==> src/rtl/zeroriscy_cg_pkg.sv <==
// Shared types and constants for the core clock-gating sequencer.
package zeroriscy_cg_pkg;

   typedef enum logic [1:0] {
      RUN       = 2'd0,
      IDLE_WAIT = 2'd1,
      GATED     = 2'd2,
      WAKE      = 2'd3
   } cg_state_e;

   localparam int unsigned CG_CNT_W   = 8;
   localparam int unsigned CG_CYC_MIN = 1;
   localparam int unsigned CG_CYC_MAX = 255;

endpackage

==> src/rtl/zeroriscy_cg_counter.sv <==
// Loadable window down-counter; holds at 1 so is_one stays valid until reloaded.
module zeroriscy_cg_counter
   import zeroriscy_cg_pkg::*;
(
   input  logic                clk_i,
   input  logic                rst_i,
   input  logic                load_i,
   input  logic [CG_CNT_W-1:0] load_val_i,
   input  logic                dec_i,
   output logic                is_one_o
);

   logic [CG_CNT_W-1:0] cnt_q;

   always_ff @(posedge clk_i) begin
      if (rst_i) begin
         cnt_q <= '0;
      end else if (load_i) begin
         cnt_q <= load_val_i;
      end else if (dec_i && (cnt_q > CG_CNT_W'(1))) begin
         cnt_q <= cnt_q - CG_CNT_W'(1);
      end
   end

   assign is_one_o = (cnt_q == CG_CNT_W'(1));

endmodule

==> src/rtl/zeroriscy_cg_ctrl.sv <==
// Sleep/wake sequencer driving the core clock-gate enable.
// Optional gated-cycle statistics counter: define ZERORISCY_CG_STATS_EN.
module zeroriscy_cg_ctrl
   import zeroriscy_cg_pkg::*;
#(
   parameter int unsigned NUM_REQ     = 4,
   parameter int unsigned IDLE_CYCLES = 8,
   parameter int unsigned WAKE_CYCLES = 2,
   parameter int unsigned STAT_W      = 32
) (
   input  logic               clk_i,
   input  logic               rst_i,
   input  logic               sleep_req_i,
   input  logic               core_idle_i,
   input  logic [NUM_REQ-1:0] keep_on_i,
   input  logic               wake_i,
   input  logic               test_en_i,
`ifdef ZERORISCY_CG_STATS_EN
   input  logic               stat_clr_i,
   output logic [STAT_W-1:0]  gated_cycles_o,
`endif
   output logic               clock_en_o,
   output logic               sleep_ack_o,
   output logic               wake_done_o,
   output logic [1:0]         state_o
);

   if (IDLE_CYCLES < CG_CYC_MIN || IDLE_CYCLES > CG_CYC_MAX) begin : g_bad_idle
      $error("zeroriscy_cg_ctrl: IDLE_CYCLES out of range 1..255");
   end
   if (WAKE_CYCLES < CG_CYC_MIN || WAKE_CYCLES > CG_CYC_MAX) begin : g_bad_wake
      $error("zeroriscy_cg_ctrl: WAKE_CYCLES out of range 1..255");
   end
   if (NUM_REQ < 1) begin : g_bad_req
      $error("zeroriscy_cg_ctrl: NUM_REQ must be at least 1");
   end

   cg_state_e           state_q, state_d;
   logic                en_q, ack_q, done_q;
   logic                keep_any, qual, wake_cond;
   logic                cnt_load, cnt_dec, cnt_is_one;
   logic [CG_CNT_W-1:0] cnt_load_val;

   assign keep_any  = |keep_on_i;
   assign qual      = sleep_req_i & core_idle_i & ~keep_any & ~wake_i;
   assign wake_cond = wake_i | keep_any | ~sleep_req_i;

   always_comb begin
      state_d      = state_q;
      cnt_load     = 1'b0;
      cnt_load_val = '0;
      cnt_dec      = 1'b0;
      case (state_q)
         RUN: begin
            if (qual) begin
               state_d      = IDLE_WAIT;
               cnt_load     = 1'b1;
               cnt_load_val = CG_CNT_W'(IDLE_CYCLES);
            end
         end
         IDLE_WAIT: begin
            cnt_dec = 1'b1;
            if (!qual)           state_d = RUN;
            else if (cnt_is_one) state_d = GATED;
         end
         GATED: begin
            if (wake_cond) begin
               state_d      = WAKE;
               cnt_load     = 1'b1;
               cnt_load_val = CG_CNT_W'(WAKE_CYCLES);
            end
         end
         WAKE: begin
            cnt_dec = 1'b1;
            if (cnt_is_one) state_d = RUN;
         end
         default: state_d = RUN;
      endcase
   end

   // Outputs are registered from the next state so they change on the same edge as state_o.
   always_ff @(posedge clk_i) begin
      if (rst_i) begin
         state_q <= RUN;
         en_q    <= 1'b1;
         ack_q   <= 1'b0;
         done_q  <= 1'b0;
      end else begin
         state_q <= state_d;
         en_q    <= (state_d != GATED);
         ack_q   <= (state_d == GATED);
         done_q  <= (state_q == WAKE) && (state_d == RUN);
      end
   end

   zeroriscy_cg_counter u_cnt (
      .clk_i      (clk_i),
      .rst_i      (rst_i),
      .load_i     (cnt_load),
      .load_val_i (cnt_load_val),
      .dec_i      (cnt_dec),
      .is_one_o   (cnt_is_one)
   );

`ifdef ZERORISCY_CG_STATS_EN
   logic [STAT_W-1:0] gated_cnt_q;

   always_ff @(posedge clk_i) begin
      if (rst_i || stat_clr_i) begin
         gated_cnt_q <= '0;
      end else if ((state_q == GATED) && !(&gated_cnt_q)) begin
         gated_cnt_q <= gated_cnt_q + STAT_W'(1);
      end
   end

   assign gated_cycles_o = gated_cnt_q;
`endif

   assign clock_en_o  = en_q | test_en_i;
   assign sleep_ack_o = ack_q;
   assign wake_done_o = done_q;
   assign state_o     = state_q;

endmodule
==> config.mk <==
export PLATFORM = sky130hd
export DESIGN_NAME = zeroriscy_cg_ctrl
export DESIGN_NICKNAME = d
export VERILOG_FILES = /design/src/rtl/zeroriscy_cg_pkg.sv /design/src/rtl/zeroriscy_cg_counter.sv /design/src/rtl/zeroriscy_cg_ctrl.sv
export SDC_FILE = /design/constraint.sdc
export NUM_CORES = 1
export LEC_CHECK = 0
export BUFFER_PORTS_ARGS = -buffer_cell sky130_fd_sc_hd__buf_2
export CORE_AREA = 2 2 39 41
export CTS_CLUSTER_DIAMETER = 50
export DETAILED_ROUTE_END_ITERATION = 8
export DIE_AREA = 0 0 41 43
export PLACE_DENSITY_LB_ADDON = 0.08
export SETUP_SLACK_MARGIN = 0.5
export SLEW_MARGIN = 30
export SYNTH_ARGS = -nofsm -noshare
export SYNTH_HDL_FRONTEND = slang
export SYNTH_SLANG_ARGS = --single-unit
==> constraint.sdc <==
create_clock -name clk_i -period 4.77 [get_ports clk_i]
set_input_delay 0.2385 -clock clk_i [delete_from_list [all_inputs] [get_ports clk_i]]
set_output_delay 0.2385 -clock clk_i [all_outputs]
set_load 0.005 [all_outputs]
==> Word-level counts from Yosys, hierarchy flattened <==
Cells that the tools add are included.
{ "totals": {"input_bits": 10, "elab_cells": 44, "ff_bits": 13} }
{ "op_classes": {"n_reduce_logical": 7, "bitwise": 9, "n_mux": 15, "eq_ne": 6, "n_addsub": 1, "order_cmp": 1} }
{ "op_table": {"columns": ["operator", "n"], "rows": [
  ["$mux 8", 2],
  ["$mux 2", 6],
  ["$eq 8x1->1 const B", 1],
  ["$gt 8x1->1 const B", 1],
  ["$pmux 2 s4", 1],
  ["$pmux 4 s2", 1],
  ["$sub 8x1->8 const B", 1],
  ["$eq 2x2->1 const B", 3],
  ["$logic_not 2->1", 2],
  ["$mux 4", 1],
  ["$reduce_or 4->1", 1],
  ["$and 1x1->1", 3],
  ["$mux 1", 3],
  ["$not 1->1", 3],
  ["$or 1x1->1", 3],
  ["$eq 2x1->1 const B", 1],
  ["$logic_and 1x1->1", 2],
  ["$ne 2x2->1 const B", 1],
  ["$pmux 1 s2", 1],
  ["$reduce_bool 2->1", 1],
  ["$reduce_or 2->1", 1]
]} }

==> Logic depth before layout (Yosys ltp) <==
{ "logic_depth": {"ltp_word": 8, "mapped_depth": 6} }

==> Cells and area by module <==
A second synthesis with hierarchy kept.
{ "unflattened": {"cells_unflattened": 101, "hier_area_um2": 838.3} }
{ "by_module_without_submodules": {"columns": ["mod", "cells_each", "area_per_inst_um2", "n_inst", "seq_area_each_um2"], "rows": [
  ["zeroriscy_cg_counter", 68, 560.5, 1, 160.2],
  ["zeroriscy_cg_ctrl", 33, 277.8, 1, 100.1]
]} }

==> Least setup slack after synthesis <==
Ideal clock, no wire load.
{ "synth_path": {"kind": "flip-flop to flip-flop", "start": "reg u_cnt.cnt_q[0]", "end": "reg u_cnt.cnt_q[5]", "required_time_ns": 4.698, "n_path_buf": 0, "path_stages_with_launch": 7, "path_slack_ns": 2.902, "synth_period_minus_slack_ns": 1.868, "t_arrival_ns": 1.795, "path_cell_list": "dfxtp_1 > inv_1 > ha_1 > nor2_1 > o311ai_4 > or4b_2 > a21oi_1"} }
{ "synth_between": {"elab_chain_cells": 3, "elab_cells_between_ends": 6} }
{ "synth_rtl": {"columns": ["element", "line", "rtl"], "rows": [
  ["start: declaration", "zeroriscy_cg_counter.sv:13", "logic [CG_CNT_W-1:0] cnt_q;"],
  ["start signal: assignment", "zeroriscy_cg_counter.sv:19", "cnt_q <= load_val_i;"],
  ["start signal: assignment", "zeroriscy_cg_counter.sv:21", "cnt_q <= cnt_q - CG_CNT_W'(1);"],
  ["$sub 8x1->8 / $gt 8x1->1 (equally long branches)", "zeroriscy_cg_counter.sv:21, zeroriscy_cg_counter.sv:20", null],
  ["$mux 8 / $logic_and 1x1->1 (equally long branches)", "zeroriscy_cg_counter.sv:20", "end else if (dec_i && (cnt_q > CG_CNT_W'(1))) begin"],
  ["$mux 8 / $reduce_bool 2->1 (equally long branches)", null, null]
]} }
Parallel ways exist; a longest one is shown, timed or not. The select of a mux whose other input is x is not followed.
A chain may end at the register's enable or synchronous reset.

==> Final worst setup path <==
Same ends and word-level chain as after synthesis.

==> results.md <==
- Avg Inst Size Synth: 9.29 sq um
- Synth warn: 0
- CP max FO: 6
- Final WL: 1.32 mm
- Main combinational cell family by area after synthesis: simple AND/OR/NAND/NOR gates
- CTS Buffer Depth: 2
- DP HPWL: 1.03 mm
- Post-CTS sizing: 0
- Antenna cells: 0
- Most frequent cells in the layout: 14 x buf_2, 13 x dfxtp_1, 11 x nor2_1, 5 x a21oi_1
- Via Count: 600
- Most Crowded Layer GR: met2
- Lkg Pwr: 0.289 nW
- Accumulated negative setup slack: 0 ns
- Hold buffers post-CTS: 0
- Reg2reg start: u_cnt.cnt_q[0]
- Die Area: 1760 sq um
- Synth-to-Final Area Change: 14.2%
- Clock Skews: 0.00590 ns
- Clk sinks: 13
- Leading cell types by total area after synthesis: dfxtp_1 37%, nor2_1 5.9%, o311ai_4 3.7%
- Main flop type after synthesis: dfxtp_1
- Post-synth cell types: 36
- Startpoint class of the critical path: flip-flop
- PwrDens: 232 nW/um^2
- Num CTS Buffers: 3
- WL/cell: 12.3 um
- Worst slew margin: 0.743
- DIE WIDTH: 41 um
- Clk pin slew, worst setup/hold paths: 0.08 ns
- Final Slew Violations: 0
- Die height: 43 um
- Tmin final: 2.02 ns
- Met3 GRT Util: 0.0471
- XOR/XNOR share of the synthesized area: 0.0496
- Setup Viol. Count Final: 0
- Cells after Synth: 76
- Arr. time, crit path: 2.22 ns
- Met2 GRT Util: 0.291
- Core Footprint: 1380 sq um
- Post-Layout Cell Count: 108
- Final Hold Violating Endpoints: 0
- Root cell of the clock tree: clkbuf_4
- MaxCap Viol Count: 0
- Remaining antenna violation count: 0
- Layout net count: 105
- Initial core utilization: 0.510
- Clk_lat worst skew: 0.28 ns
- I/O Pins: 15
- Synth top area share: 0.369
- Mapped Nets: 88
- Critical path origin: u_cnt.cnt_q[0]
- # DRC: 0
- Met1 global-route usage: 0.243
- Worst min path class: in -> reg
- CTS H-tree lvls: 1
- Outcome: complete, no violations
- Mux contribution to synthesized area: 0
- Setup bufs post-CTS: 0
- Max Fclk: 0.496 GHz
- RSZ-0062 raised after global routing: no
- Dpl cells: 104
- Hold Startpoint: rst_i
- # port buffers: 14
- Worst-margin pin slew: 0.384 ns
- Largest net degree at the start of global routing: 10
- Global Route Usage Sum: 0.198
- TritonCTS clock tree: built
- FFs w/ async S/R, synth: 0
- Routed vias/inst: 5.56
- Sequential fraction of the synthesis area: 0.369
- First-pass GRT wire length: 2.35 mm
- Post-synthesis compound-gate area fraction: 0.222
- Post-synth EDFFs: 0
- Yosys reg bits: 13
- Mapped cell area: 706 sq um
- Initial drt markers: 7
- Period utilization: 0.423
- Crit path kind: reg -> reg
- Pwr Total: 0.187 mW
- Placer Congestion: 0.726
- Post-synth top area cell: dfxtp_1
- Commonest non-fill, non-tap cell in the layout: buf_2
- Max VDD drop: 0.134 mV
- Vias in the first global route: 598
- Simple-gate share of the synthesized area: 0.280
- Antenna violations before repair: 0
- Synth Area in Adders: 0.0355
- First-pass detailed-route iteration total: 3
- CP Capture Type: flip-flop
- CP required: 4.98 ns
- GRT overflow: 0
- Rows: 14
- Share of cells above drive strength 1: 0.283
==> Yosys cell counts (all sizes together) (2+ instances only) <==
cell / number
dfxtp: 13
nor2: 11
a21oi: 5
inv: 4
nand2: 4
or2: 3
buf: 2
ha: 2
nand4: 2
nor3: 2
nor3b: 2
o31ai: 2
or4: 2
or4b: 2
xnor2: 2
xor2: 2
==> critical path, cell delays in order, from the launching register on <==
cell	delay, ns
dfxtp_1	0.36
inv_1	0.08
ha_1	0.23
nor2_1	0.30
o311ai_4	0.16
or4b_2	0.67
a21oi_1	0.15
==> stage by stage <==
stage / hold WS [ns] / cell area, sq um / setup slack [ns] / util
global placement: 0.456 / 779 / 2.85 / 0.563
CTS: 0.219 / 806 / 2.72 / 0.582
detailed placement: 0.473 / 779 / 2.75 / 0.563
global route: 0.216 / 806 / 2.65 / 0.582
floorplan: 0.308 / 706 / 2.90 / -
finish: 0.217 / 806 / 2.75 / 0.582
==> cell families after synthesis <==
kind of cell	Yosys count
fa+ha+maj	2
simple gates	33
buf+inv	6
flops	13
compound gates	18
xor+xnor	4
==> per-layer routing <==
layer,vias up,wire [um],part of all wire
met3,4,50,0.038
met5,-,0,0
met4,0,37,0.028
met1,276,590,0.45
met2,9,645,0.49
li1,311,-,-
==> registers in the layout, summed over array words and instances, names as in the netlist <==
register	count
wake_done_o	1
u_cnt.cnt_q	8
state_o	2
sleep_ack_o	1
en_q	1
==> power by group <==
part           total [mW]  switching (mW)  internal [mW]
combinational     0.00895         0.00471        0.00425
clock              0.0696          0.0372         0.0324
sequential          0.109        0.000160          0.108
total               0.187          0.0420          0.145
==> worst paths after layout <==
check        slack [ns]  cells after the start              to
min reg2reg        0.48                      2  u_cnt.cnt_q[5]
min                0.22                      2      state_o[1]
max                2.75                      6  u_cnt.cnt_q[5]
max reg2reg        2.75                      6  u_cnt.cnt_q[5]
==> layout make-up <==
cell class / instances / area, sq um
Fill cell: 139 / 578
Tap cell: 16 / 20.0
Inverter: 4 / 15.0
Clock buffer: 4 / 26.3
Multi-Input combinational cell: 57 / 414
Timing Repair Buffer: 14 / 70.1
Sequential cell: 13 / 260
Note: power is estimated with default switching activity, not from simulation.
